$ cat src/rtl/div_unit_if.sv
// Operand/result bundle between the multicycle control and the divider.
// The is_unsigned lane exists only when DIV_UNSIGNED_EN is defined.
interface div_unit_if #(
  parameter int WIDTH = 32,
  parameter int CNT_W = 6
);
  // Handshake: start is sampled only while the divider is idle; busy is high
  // during the division, and done pulses for exactly one cycle when the result
  // (or a divide-by-zero, flagged by div_zero) is available. Starts seen while
  // busy or completing are dropped, not queued.
  logic [WIDTH-1:0] a_in;
  logic [WIDTH-1:0] b_in;
  logic             start;
`ifdef DIV_UNSIGNED_EN
  logic             is_unsigned;
`endif
  logic             busy;
  logic             done;
  logic             div_zero;
  logic [CNT_W-1:0] counter;
  logic [WIDTH-1:0] hi_out;
  logic [WIDTH-1:0] lo_out;
  logic [2:0]       dbgState;

  modport master (
`ifdef DIV_UNSIGNED_EN
    output is_unsigned,
`endif
    output a_in, b_in, start,
    input  busy, done, div_zero, counter, hi_out, lo_out, dbgState
  );

  modport slave (
`ifdef DIV_UNSIGNED_EN
    input  is_unsigned,
`endif
    input  a_in, b_in, start,
    output busy, done, div_zero, counter, hi_out, lo_out, dbgState
  );
endinterface

$ cat src/rtl/div_unit.sv
// Sequential restoring divider for DIV: quotient to LO, remainder to HI.
// Define DIV_UNSIGNED_EN to add the is_unsigned (DIVU) operand mode.
module div_unit #(
  parameter int WIDTH = 32,
  parameter int CNT_W = 6
) (
  input logic       clock,
  input logic       reset,
  div_unit_if.slave bus
);
  typedef enum logic [2:0] {
    IDLE = 3'd0,
    RUN  = 3'd1,
    FIX  = 3'd2,
    DONE = 3'd3,
    ZERO = 3'd4
  } divStateT;

  localparam logic [CNT_W-1:0] LAST_STEP = CNT_W'(WIDTH - 1);

  divStateT         state;
  logic [WIDTH-1:0] remReg;
  logic [WIDTH-1:0] quoReg;
  logic [WIDTH-1:0] divisor;
  logic             signQ;
  logic             signR;
  logic [CNT_W-1:0] cnt;
  logic [WIDTH-1:0] hiReg;
  logic [WIDTH-1:0] loReg;
  logic             busyReg;
  logic             doneReg;
  logic             zeroReg;

  logic             opSigned;
  logic [WIDTH-1:0] absA;
  logic [WIDTH-1:0] absB;
  logic [WIDTH:0]   shifted;
  logic [WIDTH+1:0] trial;
  logic             stepOk;
  logic [WIDTH-1:0] stepRem;
  logic [WIDTH-1:0] stepQuo;

`ifdef DIV_UNSIGNED_EN
  assign opSigned = !bus.is_unsigned;
`else
  assign opSigned = 1'b1;
`endif

  // Magnitudes are unsigned, so the most negative value maps to 2^(WIDTH-1).
  assign absA = (opSigned && bus.a_in[WIDTH-1]) ? -bus.a_in : bus.a_in;
  assign absB = (opSigned && bus.b_in[WIDTH-1]) ? -bus.b_in : bus.b_in;

  always_comb begin
    shifted = {remReg, quoReg[WIDTH-1]};
    trial   = {1'b0, shifted} - {2'b00, divisor};
    // The partial remainder stays below the divisor, so an accepted trial
    // always leaves both top bits clear; any set bit means the step failed.
    stepOk  = (trial[WIDTH+1:WIDTH] == 2'b00);
    stepRem = stepOk ? trial[WIDTH-1:0] : shifted[WIDTH-1:0];
    stepQuo = {quoReg[WIDTH-2:0], stepOk};
  end

  always_ff @(posedge clock or negedge reset) begin
    if (!reset) begin
      state   <= IDLE;
      remReg  <= '0;
      quoReg  <= '0;
      divisor <= '0;
      signQ   <= 1'b0;
      signR   <= 1'b0;
      cnt     <= '0;
      hiReg   <= '0;
      loReg   <= '0;
      busyReg <= 1'b0;
      doneReg <= 1'b0;
      zeroReg <= 1'b0;
    end else begin
      case (state)
        IDLE: begin
          busyReg <= 1'b0;
          doneReg <= 1'b0;
          zeroReg <= 1'b0;
          cnt     <= '0;
          if (bus.start) begin
            if (bus.b_in != '0) begin
              divisor <= absB;
              quoReg  <= absA;
              remReg  <= '0;
              signQ   <= opSigned && (bus.a_in[WIDTH-1] ^ bus.b_in[WIDTH-1]);
              signR   <= opSigned && bus.a_in[WIDTH-1];
              state   <= RUN;
            end else begin
              // Divide-by-zero reports in the very next cycle and leaves HI/LO alone.
              doneReg <= 1'b1;
              zeroReg <= 1'b1;
              state   <= ZERO;
            end
          end
        end
        RUN: begin
          busyReg <= 1'b1;
          remReg  <= stepRem;
          quoReg  <= stepQuo;
          if (cnt == LAST_STEP) begin
            cnt   <= '0;
            state <= FIX;
          end else begin
            cnt <= cnt + 1'b1;
          end
        end
        FIX: begin
          busyReg <= 1'b1;
          loReg   <= signQ ? -quoReg : quoReg;
          hiReg   <= signR ? -remReg : remReg;
          state   <= DONE;
        end
        DONE: begin
          busyReg <= 1'b0;
          doneReg <= 1'b1;
          state   <= IDLE;
        end
        ZERO: begin
          doneReg <= 1'b0;
          zeroReg <= 1'b0;
          state   <= IDLE;
        end
        default: state <= IDLE;
      endcase
    end
  end

  assign bus.busy     = busyReg;
  assign bus.done     = doneReg;
  assign bus.div_zero = zeroReg;
  assign bus.counter  = cnt;
  assign bus.hi_out   = hiReg;
  assign bus.lo_out   = loReg;
  assign bus.dbgState = state;
endmodule

$ cat src/flat_wrapper.sv
// flat-port wrapper written by rule: the top's interface ports become plain ports
module div_unit_flat 
#(
  parameter int WIDTH = 32,
  parameter int CNT_W = 6
)
  (clock, reset, bus_a_in, bus_b_in, bus_start, bus_busy, bus_done, bus_div_zero, bus_counter, bus_hi_out, bus_lo_out, bus_dbgState);
  div_unit_if #(.WIDTH(WIDTH), .CNT_W(CNT_W)) bus_i ();
  input logic clock;
  input logic reset;
  input wire logic [$bits(bus_i.a_in)-1:0] bus_a_in;
  input wire logic [$bits(bus_i.b_in)-1:0] bus_b_in;
  input wire logic [$bits(bus_i.start)-1:0] bus_start;
  output wire logic [$bits(bus_i.busy)-1:0] bus_busy;
  output wire logic [$bits(bus_i.done)-1:0] bus_done;
  output wire logic [$bits(bus_i.div_zero)-1:0] bus_div_zero;
  output wire logic [$bits(bus_i.counter)-1:0] bus_counter;
  output wire logic [$bits(bus_i.hi_out)-1:0] bus_hi_out;
  output wire logic [$bits(bus_i.lo_out)-1:0] bus_lo_out;
  output wire logic [$bits(bus_i.dbgState)-1:0] bus_dbgState;
  assign bus_i.a_in = bus_a_in;
  assign bus_i.b_in = bus_b_in;
  assign bus_i.start = bus_start;
  assign bus_busy = bus_i.busy;
  assign bus_done = bus_i.done;
  assign bus_div_zero = bus_i.div_zero;
  assign bus_counter = bus_i.counter;
  assign bus_hi_out = bus_i.hi_out;
  assign bus_lo_out = bus_i.lo_out;
  assign bus_dbgState = bus_i.dbgState;
  div_unit #(.WIDTH(WIDTH), .CNT_W(CNT_W)) u_core (.clock(clock), .reset(reset), .bus(bus_i));
endmodule
$ cat config.mk
export PLATFORM = sky130hd
export DESIGN_NAME = div_unit_flat
export DESIGN_NICKNAME = d
export VERILOG_FILES = /design/src/rtl/div_unit_if.sv /design/src/rtl/div_unit.sv /design/src/flat_wrapper.sv
export SDC_FILE = /design/constraint.sdc
export NUM_CORES = 1
export LEC_CHECK = 0
export CAP_MARGIN = 10
export CORE_MARGIN = 2
export CORE_UTILIZATION = 45
export CTS_CLUSTER_SIZE = 16
export DETAILED_ROUTE_END_ITERATION = 6
export PLACE_DENSITY = 0.67
export SETUP_SLACK_MARGIN = 0.2
export SLEW_MARGIN = 10
export SYNTH_ARGS = -nofsm -noshare
export SYNTH_HDL_FRONTEND = slang
export SYNTH_SLANG_ARGS = --single-unit
export TNS_END_PERCENT = 50
$ cat constraint.sdc
create_clock -name clock -period 5.2 [get_ports clock]
set_clock_uncertainty 0.15 [all_clocks]
set_input_delay 0.78 -clock clock [delete_from_list [all_inputs] [get_ports clock]]
set_output_delay 0.78 -clock clock [all_outputs]
set_load 0.05 [all_outputs]
==> impl_metrics.json <==
{
  "critPathMaxFanout": 52,
  "switching_share_pct": 50.7,
  "cp-start-kind": "input port",
  "powerDensity_nw_per_um2": 749,
  "maxClockFrequency_ghz": 0.240,
  "syn-num-nets": 1433,
  "p_switching_mw": 5.15,
  "critical-path-slowest-cell": "or4_1",
  "drc_errors": 0,
  "cts_tree": "done",
  "die_x_um": 162,
  "critPathCaptureType": "register",
  "slowest_delay_ns": 0.62,
  "cellLeakagePower_nw": 5.83,
  "relSlewSlack_pct": 25.4,
  "drt-initial-drc-count": 803,
  "cp_cell_sequence": "clkdlybuf4s50_1, or4_1, nor4_1, nand4_1, or3b_1, a31o_2, nand2_1, buf_12, or3_1, o21ai_1",
  "ys_seq_area_share_pct": 38.6,
  "cts_buffer_depth": 2,
  "syn_to_final_growth_pct": 20.4,
  "utilization_pct": 55.5,
  "cts-htree-levels": 4,
  "num_rows": 57,
  "fin_tns_setup_ns": 0,
  "clock_sinks": 174,
  "gp_congestion": 0.898,
  "wl_um": 30400,
  "crit_family": "simple AND/OR/NAND/NOR gates",
  "die_area_um2": 26300,
  "ios": 143,
  "required_ns": 5.36,
  "synth_cell_types": 65,
  "power.total_mw": 10.2,
  "syn-cell-area_um2": 11300,
  "intPower_mw": 5.00,
  "fin_ws_ns": 1.04,
  "initial_core_util_pct": 46.1,
  "synth_edf_count": 0,
  "clk_pin_slew_ns": 0.07,
  "status": "complete, no violations",
  "cp.arrival_ns": 4.33,
  "pre_cts_slack_ns": 0.643,
  "grt_pass1_wl_um": 49000,
  "ctsHoldBuffers": 0,
  "setup-violations-final": 0,
  "routedWlPerCell_um": 17.2,
  "power_frac_seq_pct": 27.0,
  "dr.pass1.iters": 5,
  "grt_usage_pct": 23.4,
  "syn_inst": 1328,
  "path_class": "in -> reg",
  "rsz0062_at_grt": "false",
  "core_region_area_um2": 24500,
  "viasPerCell": 5.69,
  "slew_viol_final": 0,
  "hold_viol": 0,
  "drive_gt1_share_pct": 4.50,
  "combPwrFrac_pct": 59.7,
  "die_h_um": 162,
  "ys_ff_latch": 174,
  "first_global_vias": 9161,
  "cts_root_buf": "clkbuf_16",
  "post_cts_resize_count": 0,
  "vias": 10000,
  "clock_latency_ns": 0.43,
  "syn_area_per_cell_um2": 8.49,
  "overflow": 0,
  "post-cts-setup-buffers": 0,
  "critPathBufInv": 2,
  "grt_max_degree": 129,
  "synthArstFlopShare_pct": 100,
  "numCtsBuffers": 17,
  "antenna_found_initial": 1,
  "max_slew.worst_pin.slew_ns": 1.12,
  "place.port_buffers": 142,
  "cap_violations": 0,
  "nets": 1535,
  "ir_worst_vdd_uv": 365,
  "place_hpwl_um": 22800,
  "ant_nets": 0,
  "post-route-period-util_pct": 80.1,
  "num_antenna_cells": 0,
  "p_clk_share_pct": 13.3,
  "yosysWarnings": 0,
  "timing.hold.ws_ns": 0.221,
  "synth_flop_cell": "dfrtp_1",
  "post-route-min-period_ns": 4.16,
  "holdCritPathClass": "in -> async"
}
[placed cells by master, fill, tap and decap left out, types with 14 or more instances in the layout]
cell type,Yosys,final
o21ai_1,98,98
a221o_1,15,15
and2_1,15,14
o221ai_1,19,19
inv_1,53,53
nand3_1,21,21
clkbuf_16,0,17
o41ai_1,17,17
nor2_1,55,55
xor2_1,100,100
clkdlybuf4s50_1,0,141
ha_1,37,37
nor3_1,18,18
o21ai_0,80,80
o31ai_1,37,37
a21o_1,16,16
dfrtp_1,174,174
nand2_1,230,230
or4_1,15,15
xnor2_1,46,46
a21oi_1,68,68
[power groups by stage]
stage | sequential (mW) | clock [mW] | combinational, mW
6_report | 2.74 | 1.35 | 6.07
5_1_grt | 2.83 | 1.43 | 6.67
2_1_floorplan | 3.33 | 0 | 3.65
3_5_place_dp | 2.75 | 0 | 6.03
3_3_place_gp | 2.73 | 0 | 5.93
4_1_cts | 2.72 | 1.37 | 6.06
[layout make-up]
cell class	count	area (um^2)
fill	2289	10900
multi-input combinational	1032	6470
sequential	174	4350
timing repair buffer	151	1520
clock buffer	18	439
tap	324	405
inverter	54	203
clock inverter	14	179
[through the flow]
step	cell area, um^2	instances
after detailed placement	12900	1735
after global routing	13600	1767
after global placement	12900	1735
after floorplan	11300	1328
final	13600	1767
after CTS	13600	1767
[cells in the mapped netlist (all sizes together) (2+ instances only)]
cell     count  area [um^2]
or4         19          158
nor2        55          206
xor2       100          876
o41a         2         22.5
nor4        11         75.1
xnor2       46          403
nor3        18         90.1
a211o        2         17.5
nand4b       2         17.5
or3         14         97.6
nand3b       2         15.0
and3         8         50.1
o221ai      19          166
clkbuf      58          218
o2111ai      3         26.3
inv         54          203
a22o         2         17.5
mux2i        6         60.1
nand4       10         62.6
a21oi       68          340
nand2      230          863
o21ai      178          891
o211ai       6         45.0
o21bai       3         22.5
or2          4         25.0
dfrtp      174         4350
buf         10         43.8
a31o         4         35.0
o21a         5         37.5
a311oi       3         26.3
a31oi        3         25.0
a211oi       7         52.6
a221o       15          150
o41ai       20          198
o22ai        8         50.1
nand2b       8         50.1
and2        15         93.8
a21o        16          120
o31ai       38          290
nand3       21          105
ha          37          463
nor2b       10         62.6
a2111o       2         22.5
[sequential cells by signal, indices dropped and copies added (netlist names)]
| register | count |
|---|---|
| u_core.quoReg | 32 |
| u_core.bus.dbgState | 3 |
| u_core.bus.done | 1 |
| u_core.bus.busy | 1 |
| u_core.bus.hi_out | 32 |
| u_core.bus.lo_out | 32 |
| u_core.divisor | 32 |
| u_core.signR | 1 |
| u_core.bus.counter | 6 |
| u_core.bus.div_zero | 1 |
| u_core.signQ | 1 |
| u_core.remReg | 32 |
[cells by family after synthesis]
| group | Yosys count | share of synthesized area, % |
|---|---|---|
| multiplexers | 7 | 0.633 |
| flip-flops | 174 | 38.6 |
| XOR/XNOR | 146 | 11.3 |
| adder cells (fa/ha/maj) | 38 | 4.29 |
| buffers and inverters | 122 | 4.12 |
| AND/OR/NAND/NOR | 432 | 17.9 |
| AO/OA/AOI/OAI | 409 | 23.1 |
[final timing paths]
kind | startpoint | end | slack, ns | cells past startpoint
setup / recovery | bus_b_in[12] | u_core.divisor[31]$_DFFE_PN0P_ | 1.04 | 10
hold / removal | reset | u_core.divisor[21]$_DFFE_PN0P_ | 0.22 | 1
setup reg to reg | u_core.quoReg[31]$_DFFE_PN0P_ | u_core.remReg[21]$_DFFE_PN0P_ | 1.43 | 12
hold reg to reg | u_core.bus.hi_out[16]$_DFFE_PN0P_ | u_core.bus.hi_out[16]$_DFFE_PN0P_ | 0.33 | 2
max in group asynchronous | reset | u_core.bus.hi_out[7]$_DFFE_PN0P_ | 3.57 | 2
min in group clock | u_core.bus.hi_out[16]$_DFFE_PN0P_ | u_core.bus.hi_out[16]$_DFFE_PN0P_ | 0.33 | 2
[per-layer routing]
layer  global-route usage [%]  share of wire (%)  wire (um)  vias up
met1                     37.2                 51      15600     4784
met5                        0              0.033         10        -
li1                         -                  -          -     4951
met3                     4.29                6.5       1980       19
met4                     4.87               0.92        281        2
met2                     32.8                 41      12500      291
Power figures use the tool's default switching activity.
